File: src/rtl/multicycle_control.sv
// Multi-cycle RISC-V control FSM: fetch/decode/execute/memory/write-back over one shared memory port.
// Define CONTROL_TRAP_EN to trap unknown opcodes; otherwise they retire as NOPs.
module multicycle_control #(
    parameter int ALU_OP_WIDTH   = 3,
    parameter int TIMEOUT_CYCLES = 15
) (
    input  logic                    clk,
    input  logic                    reset,
    input  logic [6:0]              OP_i,
    input  logic                    Mem_Ready_i,
    output logic                    Mem_Req_o,
    output logic                    Mem_Read_o,
    output logic                    Mem_Write_o,
    output logic                    I_or_D_o,
    output logic                    IR_Write_o,
    output logic                    PC_Write_o,
    output logic                    Reg_Write_o,
    output logic [1:0]              ALU_Src_A_o,
    output logic [1:0]              ALU_Src_B_o,
    output logic [ALU_OP_WIDTH-1:0] ALU_Op_o,
    output logic [1:0]              Mem_to_Reg_o,
    output logic                    Branch_o,
    output logic                    Jalr_o,
    output logic                    AUIPC_o,
    output logic [2:0]              State_o,
    output logic                    Timeout_o,
    output logic                    Trap_o
);

    typedef enum logic [2:0] {
        S_IDLE   = 3'd0,
        S_FETCH  = 3'd1,
        S_DECODE = 3'd2,
        S_EXEC   = 3'd3,
        S_MEM    = 3'd4,
        S_WB     = 3'd5,
        S_TRAP   = 3'd6,
        S_HALT   = 3'd7
    } state_t;

    typedef enum logic [3:0] {
        C_R, C_I, C_LUI, C_S, C_LOAD, C_B, C_JAL, C_JALR, C_AUIPC, C_BAD
    } cls_t;

    localparam logic [7:0] WD_LIMIT = 8'(TIMEOUT_CYCLES);
    localparam bit         WD_EN    = (TIMEOUT_CYCLES != 0);

    function automatic cls_t classify(input logic [6:0] op);
        case (op)
            7'b0110011: return C_R;
            7'b0010011: return C_I;
            7'b0110111: return C_LUI;
            7'b0100011: return C_S;
            7'b0000011: return C_LOAD;
            7'b1100011: return C_B;
            7'b1101111: return C_JAL;
            7'b1100111: return C_JALR;
            7'b0010111: return C_AUIPC;
            default:    return C_BAD;
        endcase
    endfunction

    state_t     state, state_next;
    cls_t       cls_q;
    logic [7:0] wd_cnt;
    logic       wd_expired;
    logic       mem_phase;
    logic [2:0] alu_code;

    assign mem_phase  = (state == S_FETCH) || (state == S_MEM);
    assign wd_expired = WD_EN && (wd_cnt == WD_LIMIT);
    assign State_o    = state;

    // NOTE: sequential state uses non-blocking assignments so every register samples pre-edge values.
    always_ff @(posedge clk or negedge reset) begin
        if (!reset) state <= S_IDLE;
        else        state <= state_next;
    end

    // The class is captured once in DECODE so later states ignore IR changes.
    always_ff @(posedge clk or negedge reset) begin
        if (!reset)                 cls_q <= C_BAD;
        else if (state == S_DECODE) cls_q <= classify(OP_i);
    end

    always_ff @(posedge clk or negedge reset) begin
        if (!reset)
            wd_cnt <= 8'd0;
        else if (state_next != state)
            wd_cnt <= 8'd0;
        else if (mem_phase && !Mem_Ready_i && wd_cnt != 8'hFF)
            wd_cnt <= wd_cnt + 8'd1;
    end

    always_comb begin
        state_next = state;
        case (state)
            S_IDLE:   state_next = S_FETCH;
            S_FETCH: begin
                // Ready takes priority over a watchdog expiring in the same cycle.
                if (Mem_Ready_i)     state_next = S_DECODE;
                else if (wd_expired) state_next = S_HALT;
            end
            S_DECODE: begin
                if (classify(OP_i) != C_BAD) state_next = S_EXEC;
                else begin
`ifdef CONTROL_TRAP_EN
                    state_next = S_TRAP;
`else
                    state_next = S_FETCH;
`endif
                end
            end
            S_EXEC: begin
                case (cls_q)
                    C_B:         state_next = S_FETCH;
                    C_LOAD, C_S: state_next = S_MEM;
                    default:     state_next = S_WB;
                endcase
            end
            S_MEM: begin
                if (Mem_Ready_i)     state_next = (cls_q == C_S) ? S_FETCH : S_WB;
                else if (wd_expired) state_next = S_HALT;
            end
            S_WB:     state_next = S_FETCH;
            S_TRAP:   state_next = S_TRAP;
            S_HALT:   state_next = S_HALT;
            default:  state_next = S_IDLE;
        endcase
    end

    always_comb begin
        // NOTE: every output gets a default first so no path through the case infers a latch.
        Mem_Req_o    = 1'b0;
        Mem_Read_o   = 1'b0;
        Mem_Write_o  = 1'b0;
        I_or_D_o     = 1'b0;
        IR_Write_o   = 1'b0;
        PC_Write_o   = 1'b0;
        Reg_Write_o  = 1'b0;
        ALU_Src_A_o  = 2'b00;
        ALU_Src_B_o  = 2'b00;
        alu_code     = 3'd0;
        Mem_to_Reg_o = 2'b00;
        Branch_o     = 1'b0;
        Jalr_o       = 1'b0;
        AUIPC_o      = 1'b0;
        Timeout_o    = 1'b0;
        Trap_o       = 1'b0;
        case (state)
            S_FETCH: begin
                Mem_Req_o   = 1'b1;
                Mem_Read_o  = 1'b1;
                ALU_Src_B_o = 2'b01;
                alu_code    = 3'd3;
                IR_Write_o  = Mem_Ready_i;
                PC_Write_o  = Mem_Ready_i;
            end
            S_DECODE: begin
                ALU_Src_A_o = 2'b10;
                ALU_Src_B_o = 2'b10;
                alu_code    = 3'd3;
            end
            S_EXEC: begin
                ALU_Src_A_o = (cls_q == C_AUIPC) ? 2'b10 : 2'b01;
                ALU_Src_B_o = (cls_q == C_R || cls_q == C_B) ? 2'b00 : 2'b10;
                Branch_o    = (cls_q == C_B);
                case (cls_q)
                    C_R:     alu_code = 3'd0;
                    C_I:     alu_code = 3'd1;
                    C_LUI:   alu_code = 3'd2;
                    C_LOAD:  alu_code = 3'd4;
                    C_B:     alu_code = 3'd5;
                    C_JAL:   alu_code = 3'd6;
                    C_JALR:  alu_code = 3'd7;
                    default: alu_code = 3'd3;
                endcase
            end
            S_MEM: begin
                Mem_Req_o   = 1'b1;
                I_or_D_o    = 1'b1;
                Mem_Read_o  = (cls_q == C_LOAD);
                Mem_Write_o = (cls_q == C_S);
            end
            S_WB: begin
                Reg_Write_o = 1'b1;
                if (cls_q == C_LOAD)                          Mem_to_Reg_o = 2'b01;
                else if (cls_q == C_JAL || cls_q == C_JALR)   Mem_to_Reg_o = 2'b10;
                PC_Write_o  = (cls_q == C_JAL || cls_q == C_JALR);
                Jalr_o      = (cls_q == C_JALR);
                AUIPC_o     = (cls_q == C_AUIPC);
            end
            S_TRAP: begin
`ifdef CONTROL_TRAP_EN
                Trap_o = 1'b1;
`endif
            end
            S_HALT:  Timeout_o = 1'b1;
            default: ;
        endcase
    end

    assign ALU_Op_o = ALU_OP_WIDTH'(alu_code);

endmodule

File: config.mk
export PLATFORM = sky130hd
export DESIGN_NAME = multicycle_control
export DESIGN_NICKNAME = d
export VERILOG_FILES = /design/src/rtl/multicycle_control.sv
export SDC_FILE = /design/constraint.sdc
export NUM_CORES = 1
export LEC_CHECK = 0
export ABC_AREA = 1
export CORE_UTILIZATION = 25
export DETAILED_ROUTE_END_ITERATION = 6
export DONT_BUFFER_PORTS = 1
export GPL_ROUTABILITY_DRIVEN = 1
export PLACE_DENSITY_LB_ADDON = 0.25
export SLEW_MARGIN = 15
export SYNTH_ARGS = -nofsm -noshare
export SYNTH_HDL_FRONTEND = slang
export SYNTH_SLANG_ARGS = --single-unit
File: constraint.sdc
create_clock -name clk -period 1.7 [get_ports clk]
set_clock_uncertainty 0.05 [all_clocks]
set_input_delay 0.085 -clock clk [delete_from_list [all_inputs] [get_ports clk]]
set_output_delay 0.085 -clock clk [all_outputs]
set_load 0.05 [all_outputs]
==> results of run 1 <==
## sequential cells by signal, indices dropped and copies added, names as in the netlist
name and flops:
cls_q 4, State_o 3, wd_cnt 8
## cells in the final DEF (no fill, tap or decap), types with 4 or more instances in the layout
cell     count
buf_4       36
nand3_1     11
nand2_2      7
dfrtp_1     10
inv_1       23
o21ai_0      9
buf_12       4
nand2_1     46
xor2_1       4
nor2_1      28
nand3_2      5
nor2_2       9
## layer usage
layer  vias to the layer above  track usage  wire, um
met4                         0       0.0458        36
met5                         -            0         0
li1                        691            -         -
met3                         2       0.0169       116
met1                       594        0.159      1430
met2                        28        0.225      1560
## report_power, final
part           internal, mW  switching, mW
Clock                 0.162          0.129
Combinational         0.959           1.64
Sequential            0.469          0.147
Total                  1.59           1.91
## kinds of logic (layout without fill, tap and decap cells)
logic type	count (synthesis)	after routing	synth area share
muxes	1	1	0.00821
other	1	1	0.00307
xor gates and xnor gates	4	4	0.0287
and+or+nand+nor	118	118	0.427
AOI/OAI and AO/OA	22	22	0.112
adders and majority gates	1	1	0.0103
DFF	15	15	0.310
buffers and inverters	30	74	0.102
## cell type report
cell class / count / share of cell area
multi-input combinational: 147 / 0.456
sequential: 15 / 0.209
timing repair buffer: 42 / 0.203
inverter: 28 / 0.0609
tap: 67 / 0.0459
clock buffer: 3 / 0.0226
clock inverter: 1 / 0.00274
## path summary, 6_finish.rpt
kind / start / cells after the start / end / slack [ps]
worst max-delay path: State_o[2]$_DFF_PN0_ / 6 / PC_Write_o / -0.8
worst min-delay path: OP_i[5] / 5 / cls_q[3]$_DFFE_PN1P_ / 50
worst max register to register: cls_q[0]$_DFFE_PN1P_ / 12 / wd_cnt[2]$_DFFE_PN0P_ / -0.8
worst min register to register: cls_q[0]$_DFFE_PN1P_ / 2 / cls_q[0]$_DFFE_PN1P_ / 470
max in group asynchronous: reset / 1 / State_o[0]$_DFF_PN0_ / 840
min in group asynchronous: reset / 1 / wd_cnt[1]$_DFFE_PN0P_ / 270
## worst register-to-register path, delay by kind of cell (launching register included)
kind                   cells  cell delay [ps]
and+or+nand+nor           10              880
buffers and inverters      2              120
DFF                        1              590
## metrics by stage
| stage | cells | area [um^2] | hold WS, ps | TNS [ps] | utilization |
|---|---|---|---|---|---|
| final | 303 | 1830 | 48.8 | -0.769 | 0.387 |
| after global routing | 303 | 1830 | 113 | -1010 | 0.387 |
| after CTS | 298 | 1740 | 53.0 | 0 | 0.367 |
| after detailed placement | 291 | 1660 | -260 | 0 | 0.351 |
| after global placement | 291 | 1660 | -260 | 0 | 0.351 |
| after floorplan | 192 | 1290 | -261 | -4110 | - |
## what timing repair did
item                       in CTS  in global routing
hold endpoints to repair       15                  0
buffers inserted                2                  5
pin swaps                       3                 16
setup endpoints to repair       9                 16
resized for setup               2                 18
hold buffers                    1                  0
==> impl_metrics.prom, run 1 <==
# TYPE chip_impl_metric gauge
chip_impl_info{name="result_of_the_run",value="finished with violations"} 1
chip_impl_info{name="failing_checks",value="negative setup slack"} 1
chip_impl_metric{name="finalMaxSlewViolations",unit=""} 0
chip_impl_metric{name="cts.sinks",unit=""} 15
chip_impl_metric{name="finalCritPeriodShare",unit=""} 1.00
chip_impl_metric{name="setup_viol",unit=""} 1
chip_impl_metric{name="num_io_pins",unit=""} 34
chip_impl_info{name="rsz0062_at_grt",value="yes"} 1
chip_impl_info{name="timing.critical_path.cells",value="inv_4 -> buf_6 -> nor3_4 -> inv_2 -> nor3_4 -> or2_4"} 1
chip_impl_metric{name="postRouteWirelength",unit="um"} 3140
chip_impl_metric{name="via_per_instance_ratio",unit=""} 4.34
chip_impl_metric{name="clk_latency",unit="ps"} 250
chip_impl_metric{name="initial_core_util",unit=""} 0.258
chip_impl_metric{name="wire_length_of_the_first_global_routing_pass",unit="um"} 5240
chip_impl_metric{name="syn_avg_cell_area",unit="um^2"} 6.35
chip_impl_metric{name="fraction_of_final_layout_cells_sized_beyond_drive_strength_1",unit=""} 0.390
chip_impl_metric{name="die_h",unit="um"} 71.9
chip_impl_metric{name="final_nets",unit=""} 248
chip_impl_metric{name="syn-instance-count",unit=""} 192
chip_impl_metric{name="dp_hpwl",unit="um"} 2500
chip_impl_metric{name="detailedRoute.firstPassIterationCount",unit=""} 4
chip_impl_info{name="synth_flop_cell",value="dfrtp_1"} 1
chip_impl_info{name="clock-root-buffer",value="clkbuf_8"} 1
chip_impl_metric{name="first_global_vias",unit=""} 1185
chip_impl_metric{name="diodes",unit=""} 0
chip_impl_info{name="clock_tree_from_tritoncts",value="built"} 1
chip_impl_metric{name="max_cap_violations",unit=""} 0
chip_impl_metric{name="critical_path.max_fanout",unit=""} 6
chip_impl_metric{name="row_count",unit=""} 25
chip_impl_metric{name="detail-route-antenna-nets",unit=""} 0
chip_impl_info{name="min_path_type",value="in -> reg"} 1
chip_impl_metric{name="critPathBufInv",unit=""} 3
chip_impl_info{name="synth_area_leaders",value="dfrtp_1 (27%), nand2_1 (16%), nor2_1 (12%)"} 1
chip_impl_metric{name="grt_overflow",unit=""} 0
chip_impl_metric{name="post-route-drc-count",unit=""} 0
chip_impl_metric{name="netlist.area_leader.share",unit=""} 0.267
chip_impl_metric{name="num_vias",unit=""} 1315
chip_impl_metric{name="syn_to_final_growth",unit="%"} 49.8
chip_impl_info{name="crit_path_top_delay_cell",value="dfrtp_2"} 1
chip_impl_info{name="worst_path_dominant_cell_family",value="simple AND/OR/NAND/NOR gates"} 1
chip_impl_metric{name="multi_input_comb_area",unit="um^2"} 833
chip_impl_metric{name="synth_sequential_area_ratio",unit=""} 0.310
chip_impl_metric{name="total_power",unit="mW"} 3.50
chip_impl_metric{name="core_region_area",unit="um^2"} 4720
chip_impl_metric{name="cts.clk_slew.worst_paths",unit="ps"} 70
chip_impl_info{name="synth_top_cells_by_count",value="nand2_1 (52), nor2_1 (38), inv_1 (26)"} 1
chip_impl_metric{name="ys_seq_elements",unit=""} 15
chip_impl_info{name="synthMostInstantiatedCell",value="nand2_1"} 1
chip_impl_info{name="worstSetupPathType",value="reg -> out"} 1
chip_impl_metric{name="asyncSetResetFlopFracSynth",unit=""} 1.00
chip_impl_metric{name="first_iter_violations",unit=""} 34
chip_impl_metric{name="final.min_clock_period",unit="ps"} 1700
chip_impl_metric{name="leakage",unit="nW"} 0.888
chip_impl_info{name="worstSetupStartpointType",value="flip-flop"} 1
chip_impl_info{name="crit_path_end_kind",value="output pin"} 1
chip_impl_info{name="cp_common_cell",value="nor3_4"} 1
chip_impl_metric{name="synth_edf_count",unit=""} 0
chip_impl_metric{name="placement.io_buffers",unit=""} 0
chip_impl_metric{name="seq_area",unit="um^2"} 382
chip_impl_metric{name="cp.arrival",unit="ps"} 1570
chip_impl_metric{name="syn-cell-area",unit="um^2"} 1220
chip_impl_metric{name="power_density",unit="nW/um^2"} 1920
chip_impl_metric{name="fill_cell_count",unit=""} 514
chip_impl_metric{name="place_ws",unit="ps"} 4.55
chip_impl_metric{name="timing_worst_slew_pin_value",unit="ps"} 689
chip_impl_metric{name="max_ir_drop_vdd",unit="uV"} 793
chip_impl_info{name="yosysTopAreaCell",value="dfrtp_1"} 1
chip_impl_metric{name="cpPeakStageDelay",unit="ps"} 450
chip_impl_metric{name="synth.yosys.warnings",unit=""} 0
chip_impl_metric{name="setup_ws",unit="ps"} -0.769
chip_impl_metric{name="worstPathRequired",unit="ps"} 1560
chip_impl_metric{name="total_global_route_track_usage",unit=""} 0.128
chip_impl_metric{name="worst_case_clock_buffer_depth",unit=""} 2
chip_impl_metric{name="fp.dieArea",unit="um^2"} 5160
chip_impl_metric{name="max_freq",unit="MHz"} 588
chip_impl_metric{name="initial_antenna_violation_count",unit=""} 0
chip_impl_metric{name="yosys.cell_types.count",unit=""} 30
chip_impl_metric{name="synthesis.nets",unit=""} 203
chip_impl_metric{name="tritoncts.num_buffers",unit=""} 3
chip_impl_metric{name="globalplace.congestion",unit=""} 0.835
chip_impl_metric{name="cts_max_level",unit=""} 1
chip_impl_metric{name="worst_slew_margin_rel",unit=""} 0.539
chip_impl_metric{name="timing_hold_violations_final",unit=""} 0
chip_impl_metric{name="grt_start_max_net_pins",unit=""} 16
chip_impl_metric{name="dieWidth",unit="um"} 71.9
chip_impl_metric{name="detail_route.wl_per_cell",unit="um"} 10.4
Power figures use the tool's default switching activity.
==> inputs of run 2 (changes only) <==
--- a/config.mk
+++ b/config.mk
@@ -6,7 +6,8 @@
 export NUM_CORES = 1
 export LEC_CHECK = 0
 export ABC_AREA = 1
-export CORE_UTILIZATION = 25
+export CORE_ASPECT_RATIO = 1.5
+export CORE_UTILIZATION = 39
 export DETAILED_ROUTE_END_ITERATION = 6
 export DONT_BUFFER_PORTS = 1
 export GPL_ROUTABILITY_DRIVEN = 1
==> run 2 against run 1 <==
  * The flow still finishes with violations (negative setup slack)
  * Non-clock buffer count decreased by 1
  * Routed wire length increased by 14%
  * Maximum frequency down 5.5%
  * Die area down 35%
  * Combinational power increased by 5%
  * Total power is 5.0% higher
  * Via count rose by 5.8%
  * Sequential power is 7.0% higher
  * Global-route usage up 8.3 points
  * First-iteration DRC count fell by 21%
  * Largest cell class unchanged
==> impl_metrics.prom, run 2 (same netlist as run 1, synthesis figures left out) <==
# TYPE chip_impl_metric gauge
chip_impl_metric{name="initial_antenna_violation_count",unit=""} 0
chip_impl_info{name="final_common_cell",value="nand2_1"} 1
chip_impl_metric{name="cts.clk_slew.worst_paths",unit="ps"} 70
chip_impl_metric{name="largest_register_ff_count",unit=""} 8
chip_impl_metric{name="cts.sinks",unit=""} 15
chip_impl_metric{name="timing_worst_slew_pin_value",unit="ps"} 706
chip_impl_info{name="clock-root-buffer",value="clkbuf_8"} 1
chip_impl_metric{name="core_region_area",unit="um^2"} 2940
chip_impl_metric{name="worstPathRequired",unit="ps"} 1840
chip_impl_metric{name="initial_core_util",unit=""} 0.415
chip_impl_info{name="result_of_the_run",value="finished with violations"} 1
chip_impl_info{name="clock_tree_from_tritoncts",value="built"} 1
chip_impl_metric{name="dieWidth",unit="um"} 47.7
chip_impl_metric{name="max_freq",unit="MHz"} 556
chip_impl_metric{name="worst_case_clock_buffer_depth",unit=""} 2
chip_impl_metric{name="via_per_instance_ratio",unit=""} 5.08
chip_impl_metric{name="num_io_pins",unit=""} 34
chip_impl_metric{name="max_ir_drop_vdd",unit="uV"} 1070
chip_impl_metric{name="setup_ws",unit="ps"} -98.8
chip_impl_info{name="worstSetupPathType",value="reg -> reg"} 1
chip_impl_info{name="regMostFlops",value="wd_cnt"} 1
chip_impl_info{name="most_frequent_cells_in_the_layout",value="nand2_1 (42), buf_4 (33), nor2_1 (22)"} 1
chip_impl_metric{name="total_global_route_track_usage",unit=""} 0.210
chip_impl_metric{name="setup_viol",unit=""} 9
chip_impl_metric{name="num_vias",unit=""} 1391
chip_impl_metric{name="reg2reg_depth",unit=""} 8
chip_impl_metric{name="syn_to_final_growth",unit="%"} 51.3
chip_impl_metric{name="first_global_vias",unit=""} 1296
chip_impl_metric{name="layout.cells.non_filler",unit=""} 274
chip_impl_metric{name="detail-route-antenna-nets",unit=""} 0
chip_impl_metric{name="finalCritPeriodShare",unit=""} 1.06
chip_impl_metric{name="critical_path.max_fanout",unit=""} 8
chip_impl_info{name="crit_path_end_kind",value="flip-flop"} 1
chip_impl_metric{name="tritoncts.num_buffers",unit=""} 3
chip_impl_metric{name="cts_max_level",unit=""} 1
chip_impl_metric{name="detailedRoute.firstPassIterationCount",unit=""} 4
chip_impl_metric{name="worst_hold_slack",unit="ps"} 60.0
chip_impl_metric{name="grt_overflow",unit=""} 0
chip_impl_info{name="min_path_type",value="in -> reg"} 1
chip_impl_metric{name="diodes",unit=""} 0
chip_impl_metric{name="post-route-drc-count",unit=""} 0
chip_impl_metric{name="first_iter_violations",unit=""} 27
chip_impl_metric{name="postRouteWirelength",unit="um"} 3570
chip_impl_metric{name="cp.arrival",unit="ps"} 1940
chip_impl_metric{name="globalplace.congestion",unit=""} 0.828
chip_impl_metric{name="max_cap_violations",unit=""} 0
chip_impl_metric{name="fraction_of_final_layout_cells_sized_beyond_drive_strength_1",unit=""} 0.443
chip_impl_info{name="crit-reg2reg-launch",value="wd_cnt[1]$_DFFE_PN0P_"} 1
chip_impl_metric{name="detail_route.wl_per_cell",unit="um"} 13.0
chip_impl_info{name="worstSetupStartpointType",value="flip-flop"} 1
chip_impl_metric{name="worst_slew_margin_rel",unit=""} 0.528
chip_impl_metric{name="final.min_clock_period",unit="ps"} 1800
chip_impl_metric{name="total_power",unit="mW"} 3.68
chip_impl_metric{name="row_count",unit=""} 24
chip_impl_info{name="rsz0062_at_grt",value="yes"} 1
chip_impl_info{name="hold_start",value="OP_i[5]"} 1
chip_impl_metric{name="die_h",unit="um"} 70.5
chip_impl_metric{name="hold_depth",unit=""} 5
chip_impl_info{name="timing.critical_path.from",value="wd_cnt[1]$_DFFE_PN0P_"} 1
chip_impl_metric{name="clk_latency",unit="ps"} 260
chip_impl_metric{name="grt_start_max_net_pins",unit=""} 16
chip_impl_metric{name="placement.io_buffers",unit=""} 0
chip_impl_metric{name="dp_hpwl",unit="um"} 2630
chip_impl_metric{name="final_nets",unit=""} 247
chip_impl_metric{name="wire_length_of_the_first_global_routing_pass",unit="um"} 5140
chip_impl_metric{name="leakage",unit="nW"} 0.881
chip_impl_metric{name="fp.dieArea",unit="um^2"} 3360
chip_impl_metric{name="place.detailed.instances",unit=""} 261
chip_impl_info{name="failing_checks",value="negative setup slack"} 1
chip_impl_metric{name="finalMaxSlewViolations",unit=""} 0
chip_impl_metric{name="timing_hold_violations_final",unit=""} 0
chip_impl_metric{name="power_density",unit="nW/um^2"} 1990
run 2: final timing paths:
check                                        end  slack [ps]
max                        wd_cnt[6]$_DFFE_PN0P_        -100
min                         cls_q[3]$_DFFE_PN1P_          60
max reg2reg                wd_cnt[6]$_DFFE_PN0P_        -100
min reg2reg                 cls_q[0]$_DFFE_PN1P_         470
max in group asynchronous   State_o[2]$_DFF_PN0_         840
min in group asynchronous   State_o[0]$_DFF_PN0_         270
run 2: area by class of cell:
type                       instances  area (um^2)
tap                               39         48.8
clock buffer                       3         41.3
clock inverter                     1         7.51
fill                             271         1100
inverter                          28          114
sequential                        15          382
timing repair buffer              41          370
multi-input combinational        147          882
run 2: worst max-delay path, cell delays in order, from the launching register on:
cell	delay (ps)
dfrtp_1	400
ha_1	220
nand3_2	130
nor2_2	60
o21ai_0	240
nand3_2	150
nand3_2	110
nand4_4	200
nor2_2	160
run 2: per-layer routing:
layer | GRT usage | share of wire
met5 | 0 | 0
met4 | 0.0926 | 0.025
met3 | 0.0155 | 0.029
met2 | 0.397 | 0.56
met1 | 0.213 | 0.38
run 2: metrics by stage:
| stage | cell area (um^2) | util | worst slack, ps | setup TNS [ps] |
|---|---|---|---|---|
| floorplan | 1290 | - | -620 | -4110 |
| global placement | 1610 | 0.546 | 71.7 | 0 |
| detailed placement | 1610 | 0.546 | 8.47 | 0 |
| CTS | 1680 | 0.571 | -3.71 | -4.48 |
| global route | 1850 | 0.627 | -181 | -1530 |
| finish | 1850 | 0.627 | -98.8 | -550 |
run 2: repair_timing:
item,4_1_cts,5_1_grt
resized for setup,2,39
pin swaps,3,16
setup buffers,0,7
endpoints found under the setup margin,6,18
hold buffers,2,0
endpoints found under the hold margin,16,0
run 2: power breakdown:
| group | total (mW) | switching [mW] | internal, mW |
|---|---|---|---|
| Combinational | 2.71 | 1.72 | 0.982 |
| Sequential | 0.660 | 0.191 | 0.469 |
| Clock | 0.309 | 0.144 | 0.165 |
==> inputs of run 3 (changes only) <==
--- a/config.mk
+++ b/config.mk
@@ -11,7 +11,6 @@
 export DETAILED_ROUTE_END_ITERATION = 6
 export DONT_BUFFER_PORTS = 1
 export GPL_ROUTABILITY_DRIVEN = 1
-export PLACE_DENSITY_LB_ADDON = 0.25
 export SLEW_MARGIN = 15
 export SYNTH_ARGS = -nofsm -noshare
 export SYNTH_HDL_FRONTEND = slang
==> run 3 against run 2 <==
  * The flow still finishes with violations (negative setup slack)
  * Count of clock-buffer cells in the layout unchanged
  * Register-to-register slack improved by 70 ps
  * Sequential share of layout area increased by 1.6 points
  * Global-route usage down 0.72 points
  * Sequential power fell by 5.0%
  * Clock power is 2% lower
  * Critical endpoint is now wd_cnt[0]$_DFFE_PN0P_
  * Largest cell class unchanged
==> impl_metrics.prom, run 3 (same netlist as run 1, synthesis figures left out) <==
# TYPE chip_impl_metric gauge
chip_impl_info{name="most_frequent_cells_in_the_layout",value="nand2_1 (44), buf_4 (29), nor2_1 (27)"} 1
chip_impl_metric{name="timing_hold_violations_final",unit=""} 0
chip_impl_metric{name="globalplace.congestion",unit=""} 0.828
chip_impl_metric{name="fraction_of_final_layout_cells_sized_beyond_drive_strength_1",unit=""} 0.368
chip_impl_metric{name="initial_antenna_violation_count",unit=""} 0
chip_impl_metric{name="place_ws",unit="ps"} -5.56
chip_impl_metric{name="max_ir_drop_vdd",unit="uV"} 1150
chip_impl_metric{name="syn_to_final_growth",unit="%"} 40.2
chip_impl_metric{name="finish.instance_area",unit="um^2"} 1710
chip_impl_metric{name="detail_route.wl_per_cell",unit="um"} 12.2
chip_impl_metric{name="wire_length_of_the_first_global_routing_pass",unit="um"} 5200
chip_impl_metric{name="setup_ws",unit="ps"} -31.7
chip_impl_metric{name="finalMaxSlewViolations",unit=""} 0
chip_impl_metric{name="grt_start_max_net_pins",unit=""} 16
chip_impl_metric{name="wirelength_met1",unit="um"} 1260
chip_impl_metric{name="initial_core_util",unit=""} 0.415
chip_impl_metric{name="total_power",unit="mW"} 3.33
chip_impl_metric{name="met3_wirelength",unit="um"} 106
chip_impl_info{name="crit_path_end_kind",value="flip-flop"} 1
chip_impl_metric{name="met2WireLength",unit="um"} 1840
chip_impl_metric{name="largest_register_ff_count",unit=""} 8
chip_impl_metric{name="fp.dieArea",unit="um^2"} 3360
chip_impl_metric{name="dp_hpwl",unit="um"} 2550
chip_impl_metric{name="postRouteWirelength",unit="um"} 3250
chip_impl_metric{name="total_global_route_track_usage",unit=""} 0.203
chip_impl_metric{name="diodes",unit=""} 0
chip_impl_metric{name="first_global_vias",unit=""} 1295
chip_impl_metric{name="grt_overflow",unit=""} 0
chip_impl_metric{name="tritoncts.num_buffers",unit=""} 3
chip_impl_metric{name="worst_slew_margin_rel",unit=""} 0.518
chip_impl_metric{name="dpl-instance-area",unit="um^2"} 1580
chip_impl_info{name="worstSetupPathType",value="reg -> reg"} 1
chip_impl_metric{name="cts.clk_slew.worst_paths",unit="ps"} 70
chip_impl_info{name="top_signal_layer_used",value="met4"} 1
chip_impl_metric{name="final_nets",unit=""} 240
chip_impl_metric{name="detail-route-antenna-nets",unit=""} 0
chip_impl_info{name="final_common_cell",value="nand2_1"} 1
chip_impl_metric{name="cts.sinks",unit=""} 15
chip_impl_metric{name="post-route-drc-count",unit=""} 0
chip_impl_metric{name="row_count",unit=""} 24
chip_impl_metric{name="finalCritPeriodShare",unit=""} 1.02
chip_impl_info{name="clock-root-buffer",value="clkbuf_8"} 1
chip_impl_info{name="rsz0062_at_grt",value="yes"} 1
chip_impl_metric{name="final.min_clock_period",unit="ps"} 1730
chip_impl_metric{name="num_vias",unit=""} 1327
chip_impl_metric{name="worst_hold_slack",unit="ps"} 77.0
chip_impl_metric{name="first_iter_violations",unit=""} 20
chip_impl_metric{name="via_per_instance_ratio",unit=""} 4.97
chip_impl_metric{name="final_core_util",unit=""} 0.581
chip_impl_info{name="result_of_the_run",value="finished with violations"} 1
chip_impl_metric{name="leakage",unit="nW"} 0.837
chip_impl_metric{name="detailedRoute.firstPassIterationCount",unit=""} 4
chip_impl_metric{name="power_density",unit="nW/um^2"} 1950
chip_impl_metric{name="dieWidth",unit="um"} 47.7
chip_impl_metric{name="clk_latency",unit="ps"} 250
chip_impl_metric{name="timing_worst_slew_pin_value",unit="ps"} 720
chip_impl_metric{name="critical_path.max_fanout",unit=""} 8
chip_impl_metric{name="die_h",unit="um"} 70.5
chip_impl_metric{name="setup_viol",unit=""} 8
chip_impl_info{name="regMostFlops",value="wd_cnt"} 1
chip_impl_metric{name="worst_case_clock_buffer_depth",unit=""} 2
chip_impl_metric{name="fill_cell_count",unit=""} 300
chip_impl_metric{name="max_freq",unit="MHz"} 577
chip_impl_metric{name="cp.arrival",unit="ps"} 1860
chip_impl_info{name="clock_tree_from_tritoncts",value="built"} 1
chip_impl_metric{name="cts_max_level",unit=""} 1
chip_impl_metric{name="num_io_pins",unit=""} 34
chip_impl_info{name="failing_checks",value="negative setup slack"} 1
chip_impl_metric{name="core_region_area",unit="um^2"} 2940
chip_impl_metric{name="placement.io_buffers",unit=""} 0
chip_impl_info{name="worstSetupStartpointType",value="flip-flop"} 1
chip_impl_info{name="min_path_type",value="in -> reg"} 1
chip_impl_metric{name="max_cap_violations",unit=""} 0
chip_impl_metric{name="worstPathRequired",unit="ps"} 1830
## run 3: path summary, 6_finish.rpt
| kind | cells after the start | end | start | slack [ps] |
|---|---|---|---|---|
| worst max-delay path | 10 | wd_cnt[0]$_DFFE_PN0P_ | cls_q[3]$_DFFE_PN1P_ | -30 |
| worst min-delay path | 5 | cls_q[3]$_DFFE_PN1P_ | OP_i[5] | 80 |
| worst max register to register | 10 | wd_cnt[0]$_DFFE_PN0P_ | cls_q[3]$_DFFE_PN1P_ | -30 |
| worst min register to register | 2 | cls_q[0]$_DFFE_PN1P_ | cls_q[0]$_DFFE_PN1P_ | 470 |
| max in group asynchronous | 1 | State_o[1]$_DFF_PN0_ | reset | 820 |
| min in group asynchronous | 1 | wd_cnt[6]$_DFFE_PN0P_ | reset | 280 |
## run 3: area by class of cell
type	instances	area [um^2]	share of cell area
clock inverter	1	5.00	0.00293
sequential	15	382	0.223
clock buffer	3	41.3	0.0241
multi-input combinational	147	825	0.482
timing repair buffer	34	298	0.174
inverter	28	111	0.0651
tap	39	48.8	0.0285
## run 3: layer usage
layer	global-route usage	up-vias
met5	0	-
met4	0.0463	0
met3	0.0258	6
met2	0.379	30
met1	0.227	614
li1	-	677
## run 3: power by group
group / switching [mW] / internal (mW)
clock: 0.140 / 0.162
combinational: 1.61 / 0.791
sequential: 0.157 / 0.469
## run 3: through the flow
step                setup TNS [ps]  cells
floorplan                    -4110    192
global placement                 0    259
detailed placement           -11.4    259
CTS                          -8.41    265
global route                 -1280    267
finish                       -89.0    267
## run 3: repair_timing
action | 4_1_cts | 5_1_grt
setup buffers | 0 | 2
endpoints found under the hold margin | 16 | 0
hold buffers | 2 | 0
resized for setup | 0 | 20
pin swaps | 1 | 9
endpoints found under the setup margin | 8 | 12
## run 3: critical path, cell delays in order, from the launching register on
cell and delay [ps]:
dfstp_2 610, nor2_1 80, nand2_1 120, nand2_1 70, nand2_1 60, nand2_1 40
nand3_1 120, nand2_1 100, nand2_2 90, nand4_4 170, nor2_1 150
